===== src/rtl/timer_pkg.sv =====
// timer_pkg: shared state encoding, default sizes and one-hot helper for timer_arbiter
package timer_pkg;
  typedef enum logic [1:0] {IDLE, RUN, DONE} state_t;
  localparam int DEF_WIDTH = 4;
  localparam int DEF_NREQ = 2;
  function automatic logic [31:0] onehot(input int idx);
    return 32'd1 << idx;
  endfunction
endpackage


===== src/rtl/timer_arbiter_if.sv =====
// timer_arbiter_if: requester-facing bus of the shared timer
interface timer_arbiter_if #(
  parameter int WIDTH = timer_pkg::DEF_WIDTH,
  parameter int NREQ = timer_pkg::DEF_NREQ
);
  logic [NREQ-1:0] req;
  logic [NREQ*WIDTH-1:0] len;
  logic [NREQ-1:0] grant;
  logic [NREQ-1:0] done;
  logic busy;
  logic [WIDTH-1:0] count;
  modport master (output req, len, input grant, done, busy, count);
  modport slave (input req, len, output grant, done, busy, count);
endinterface


===== src/rtl/timer_arbiter_rr_pick.sv =====
// rr_pick: combinational round-robin selector starting after the last winner
module rr_pick #(
  parameter int NREQ = timer_pkg::DEF_NREQ,
  localparam int IW = $clog2(NREQ)
) (
  input  logic [NREQ-1:0] req,
  input  logic [IW-1:0] last,
  output logic valid,
  output logic [IW-1:0] winner
);
  logic [IW-1:0] idx;
  // Scan farthest-first so the nearest asserted requester after last wins.
  always_comb begin
    valid = |req;
    winner = '0;
    idx = '0;
    for (int k = NREQ; k >= 1; k--) begin
      idx = IW'((int'(last) + k) % NREQ);
      winner = req[idx] ? idx : winner;
    end
  end
endmodule


===== src/rtl/timer_arbiter.sv =====
// timer_arbiter: round-robin sequencer sharing one up-counter among requesters
module timer_arbiter
  import timer_pkg::*;
#(
  parameter int WIDTH = DEF_WIDTH,
  parameter int NREQ = DEF_NREQ,
  localparam int IW = $clog2(NREQ)
) (
  input logic clk,
  input logic reset,
  timer_arbiter_if.slave bus
);
  state_t state;
  logic [WIDTH-1:0] target;
  logic [IW-1:0] owner, last, pick_w;
  logic pick_v;
  rr_pick #(.NREQ(NREQ)) u_pick (.req(bus.req), .last(last), .valid(pick_v), .winner(pick_w));
  always_ff @(posedge clk) begin
    if (reset) begin
      state <= IDLE;
      bus.grant <= '0;
      bus.done <= '0;
      bus.busy <= 1'b0;
      bus.count <= '0;
      target <= '0;
      owner <= '0;
      last <= IW'(NREQ - 1);
    end else begin
      case (state)
        IDLE: begin
          bus.done <= '0;
          bus.count <= '0;
          if (pick_v) begin
            state <= RUN;
            bus.grant <= NREQ'(onehot(int'(pick_w)));
            bus.busy <= 1'b1;
            target <= bus.len[int'(pick_w)*WIDTH +: WIDTH];
            owner <= pick_w;
            last <= pick_w;
          end
        end
        RUN: begin
          if (!bus.req[owner]) begin
            state <= IDLE;
            bus.grant <= '0;
            bus.busy <= 1'b0;
            bus.count <= '0;
          end else if (bus.count == target) begin
            state <= DONE;
            bus.done <= NREQ'(onehot(int'(owner)));
          end else begin
            bus.count <= bus.count + 1'b1;
          end
        end
        default: begin
          state <= IDLE;
          bus.done <= '0;
          bus.grant <= '0;
          bus.busy <= 1'b0;
          bus.count <= '0;
        end
      endcase
    end
  end
endmodule


===== src/flat_wrapper.sv =====
// flat-port wrapper written by rule: the top's interface ports become plain ports
module timer_arbiter_flat import timer_pkg::*;
#(
  parameter int WIDTH = DEF_WIDTH,
  parameter int NREQ = DEF_NREQ,
  localparam int IW = $clog2(NREQ)
)
  (clk, reset, bus_req, bus_len, bus_grant, bus_done, bus_busy, bus_count);
  timer_arbiter_if #(.WIDTH(WIDTH), .NREQ(NREQ)) bus_i ();
  input logic clk;
  input logic reset;
  input wire logic [$bits(bus_i.req)-1:0] bus_req;
  input wire logic [$bits(bus_i.len)-1:0] bus_len;
  output wire logic [$bits(bus_i.grant)-1:0] bus_grant;
  output wire logic [$bits(bus_i.done)-1:0] bus_done;
  output wire logic [$bits(bus_i.busy)-1:0] bus_busy;
  output wire logic [$bits(bus_i.count)-1:0] bus_count;
  assign bus_i.req = bus_req;
  assign bus_i.len = bus_len;
  assign bus_grant = bus_i.grant;
  assign bus_done = bus_i.done;
  assign bus_busy = bus_i.busy;
  assign bus_count = bus_i.count;
  timer_arbiter #(.WIDTH(WIDTH), .NREQ(NREQ)) u_core (.clk(clk), .reset(reset), .bus(bus_i));
endmodule

===== config.mk =====
export PLATFORM = sky130hd
export DESIGN_NAME = timer_arbiter_flat
export DESIGN_NICKNAME = d
export VERILOG_FILES = /design/src/rtl/timer_pkg.sv /design/src/rtl/timer_arbiter_if.sv /design/src/rtl/timer_arbiter_rr_pick.sv /design/src/rtl/timer_arbiter.sv /design/src/flat_wrapper.sv
export SDC_FILE = /design/constraint.sdc
export NUM_CORES = 1
export LEC_CHECK = 0
export CORE_ASPECT_RATIO = 1.25
export CORE_MARGIN = 2
export CORE_UTILIZATION = 45
export DETAILED_ROUTE_END_ITERATION = 6
export PLACE_DENSITY = 0.87
export SLEW_MARGIN = 20
export SYNTH_ARGS = -nofsm -noshare
export SYNTH_HDL_FRONTEND = slang
export SYNTH_SLANG_ARGS = --single-unit

===== constraint.sdc =====
create_clock -name clk -period 1.8 [get_ports clk]
set_input_delay 0.36 -clock clk [delete_from_list [all_inputs] [get_ports clk]]
set_output_delay 0.36 -clock clk [all_outputs]
set_load 0.01 [all_outputs]

==> out/results.ini <==
[clock_tree]
tritoncts = built
clock_latency_at_the_later_pin_of_the_worst_skew_pair_ns = 0.30
cell_chosen_for_the_clock_root = sky130_fd_sc_hd__clkbuf_4
clkSlewWorstSetupHoldPaths_ns = 0.10
clock-sinks = 17
ctsHtreeMaxLevel = 1
clockBufferDepth = 2
postCtsSetupRepairBufs = 0
tritoncts.num_buffers = 3
postCtsResizedCells = 0
cts.hold.buffers_added = 0

[route]
firstDrtPassIters = 4
routed_vias = 729
drc_violations_left = 0
wl_um = 1657
dr.first_iter.drc_count = 19
drt.antenna.violating_nets = 0
routed_via_density = 5.651
routedWlPerCell_um = 12.84

[final_layout]
drive_above_1_share_pct = 13.51
fillCellCount = 131
instances_no_fill = 129
finish.net_count = 125
final_cell_area_um2 = 1067
area.sequential_um2 = 340.3
multi_input_comb_area_um2 = 417.9
synthToLayoutAreaGrowth_pct = 36.70
diodes = 0

[die]
rows = 16
floorplan.die_area_um2 = 2086
die_width_um = 41.26
design.core.area_um2 = 1602
fp.dieH_um = 50.57
ioPinCount = 21
initial_utilization_pct = 48.75

[power_and_ir_drop]
seq_power_share_pct = 50.6
total_leakage_power_nw = 0.4151
netSwitchingFraction_pct = 28.80
fin_total_pwr_uw = 841.5
cellPowerDensity_nw_per_um2 = 788.5
pwr-share-clk_pct = 25.6
netSwitchingPower_uw = 242.3
power.combinational.fraction_pct = 23.8
cellInternalPower_uw = 599.2
peakVddDrop_mv = 0.5645

[grt]
grt_antenna_before_repair = 0
grt_pass1_wl_um = 2739
globalRouteOverflowTotal = 0
groute.usage.overall_pct = 19.24
first_global_vias = 689
largest_net_degree_at_the_start_of_global_routing = 11

[sta]
worst-slew-pin-transition_ns = 0.3758
setup_repair_after_global_routing_missed_its_margin = false
final_period_minus_worst_setup_slack_ns = 1.673
minimum_setup_slack_in_the_final_design_ns = 0.1267
slew_violations = 0
finalSetupViolCount = 0
final.hold.worst_slack_ns = 0.4856
timing.max_slew.rel_slack_pct = 74.89
final_min_period_over_clock_period_pct = 92.96
achievable-frequency_mhz = 597.6
hold_viol_final = 0
timing.clock.skew_ns = 0.007073

[worst_setup_path]
timing.rr.start = u_core.bus.count[0]
critPathSlowestCell = sky130_fd_sc_hd__clkdlybuf4s50_1
critical_path.reg2reg.endpoint = u_core.bus.count[3]
cp_launch_type = flip-flop
critPathMaxFanout = 5
reg2reg_setup_slack_ns = 0.35
crit_path_max_incr_delay_ns = 0.58
criticalPathCategory = flip-flop to output pin
timing.critical_path.buf_inv = 1
delay_heaviest_family_cp = buffers and inverters
cp.required_ns = 1.44
crit_path_end_kind = output pin
worst-endpoint-arrival_ns = 1.31
ff2ff_path_depth = 4
cells_traversed_along_the_worst_timing_path = clkdlybuf4s50_1

[place]
port_buffers = 20
pre_cts_slack_ns = -0.1275
globalplace.congestion = 0.7144
place.detailed.hpwl_um = 1316
post_placement_cell_count = 125
placed_cell_area_um2 = 1041

[logic_synthesis]
synth_enable_flop_cells = 0
synth_warnings = 0
netlist_top_cells_area = sky130_fd_sc_hd__dfxtp_1, sky130_fd_sc_hd__nor2_1, sky130_fd_sc_hd__xnor2_1
synthCells = 82
yosys_register_bits = 17
synth.largest_area_cell = sky130_fd_sc_hd__dfxtp_1
synth_sequential_area_ratio_pct = 43.59
yosys_most_used_dff = sky130_fd_sc_hd__dfxtp_1
synth_most_common_cell = sky130_fd_sc_hd__dfxtp_1
synth-async-reset-ratio_pct = 0
synthesis.area_um2 = 780.7
post_synthesis_mean_instance_area_um2 = 9.521
synth.top_cells.by_count = sky130_fd_sc_hd__dfxtp_1, sky130_fd_sc_hd__nor2_1, sky130_fd_sc_hd__xnor2_1
synth_cell_type_count = 31
synthesis.nets = 95
netlist.area_leader.share_pct = 43.59

[status]
outcome = finished, final reports clean

[min_path]
hold_path_end = u_core.target[3]
hold_depth = 2
hp-start = u_core.target[3]
min-delay-path-class = flip-flop to flip-flop

[flow_run]
cap_viol_max_count = 0

state kept, by name (all words and copies together), names as in the netlist:
name	count
u_core.bus.done	2
u_core.state	2
u_core.owner	1
u_core.last	1
u_core.target	4
u_core.bus.busy	1
u_core.bus.count	4
u_core.bus.grant	2
metrics by stage:
| stage | TNS (ns) | utilization [%] |
|---|---|---|
| 2_1_floorplan | 0 | - |
| 3_3_place_gp | -0.1940 | 65.00 |
| 3_5_place_dp | -0.5137 | 65.00 |
| 4_1_cts | 0 | 66.64 |
| 5_1_grt | 0 | 66.64 |
| 6_report | 0 | 66.64 |
worst max-delay path by stage:
stage	startpoint	end	cells past startpoint
after floorplan	u_core.bus.count[0]	u_core.bus.count[3]	4
after global placement	bus_req[1]	u_core.target[1]	5
after detailed placement	bus_req[1]	u_core.target[1]	5
after CTS	u_core.bus.count[0]	bus_count[0]	1
after global routing	u_core.bus.count[2]	bus_count[2]	1
final	u_core.bus.count[0]	bus_count[0]	1
layer usage:
metal | part of all wire, % | GRT usage, % | up-vias
met1 | 40 | 22.99 | 342
met4 | 2.7 | 12.90 | 0
li1 | - | - | 359
met3 | 4.6 | 3.097 | 5
met2 | 53 | 29.69 | 23
met5 | 0 | 0 | -
cell type report:
type / instances / area share [%]
clock buffers: 4 / 2.462
repair buffers: 27 / 23.68
multi-input cells: 61 / 39.16
well taps: 18 / 2.110
flip-flops and latches: 17 / 31.89
inverters: 2 / 0.7034
layout by cell type (no fill, tap or decap), types with 3 or more instances in the layout:
cell / netlist / final
sky130_fd_sc_hd__a21oi_1: 4 / 4
sky130_fd_sc_hd__a222oi_1: 3 / 3
sky130_fd_sc_hd__a31oi_1: 4 / 4
sky130_fd_sc_hd__and3_1: 3 / 3
sky130_fd_sc_hd__buf_4: 0 / 7
sky130_fd_sc_hd__clkbuf_4: 0 / 3
sky130_fd_sc_hd__clkdlybuf4s50_1: 0 / 20
sky130_fd_sc_hd__dfxtp_1: 17 / 17
sky130_fd_sc_hd__nand2_1: 3 / 3
sky130_fd_sc_hd__nor2_1: 15 / 15
sky130_fd_sc_hd__nor3_1: 3 / 3
sky130_fd_sc_hd__xnor2_1: 5 / 5
worst register-to-register path: stages (launching register included):
cell and delay (ns):
sky130_fd_sc_hd__dfxtp_1 0.37, sky130_fd_sc_hd__xnor2_1 0.27, sky130_fd_sc_hd__nand4_4 0.21, sky130_fd_sc_hd__nand4_1 0.16
sky130_fd_sc_hd__mux2_1 0.33
cell families (layout without fill, tap and decap cells):
kind of cell    after synthesis  after routing  synth area share, %
compound gates               19             19                17.47
simple gates                 31             31                21.00
mux                           5              5                7.853
fa+ha+maj                     1              1                1.602
flops                        17             17                43.59
buf+inv                       4             33                2.884
xor+xnor                      5              5                5.609
power groups by stage:
stage / registers (mW) / logic (mW) / clock network (mW)
after global placement: 0.433 / 0.196 / 0
after detailed placement: 0.434 / 0.202 / 0
after CTS: 0.426 / 0.202 / 0.216
final: 0.426 / 0.201 / 0.215
after global routing: 0.428 / 0.223 / 0.228
after floorplan: 0.433 / 0.121 / 0
No activity file was read; power rests on OpenSTA's default activity.
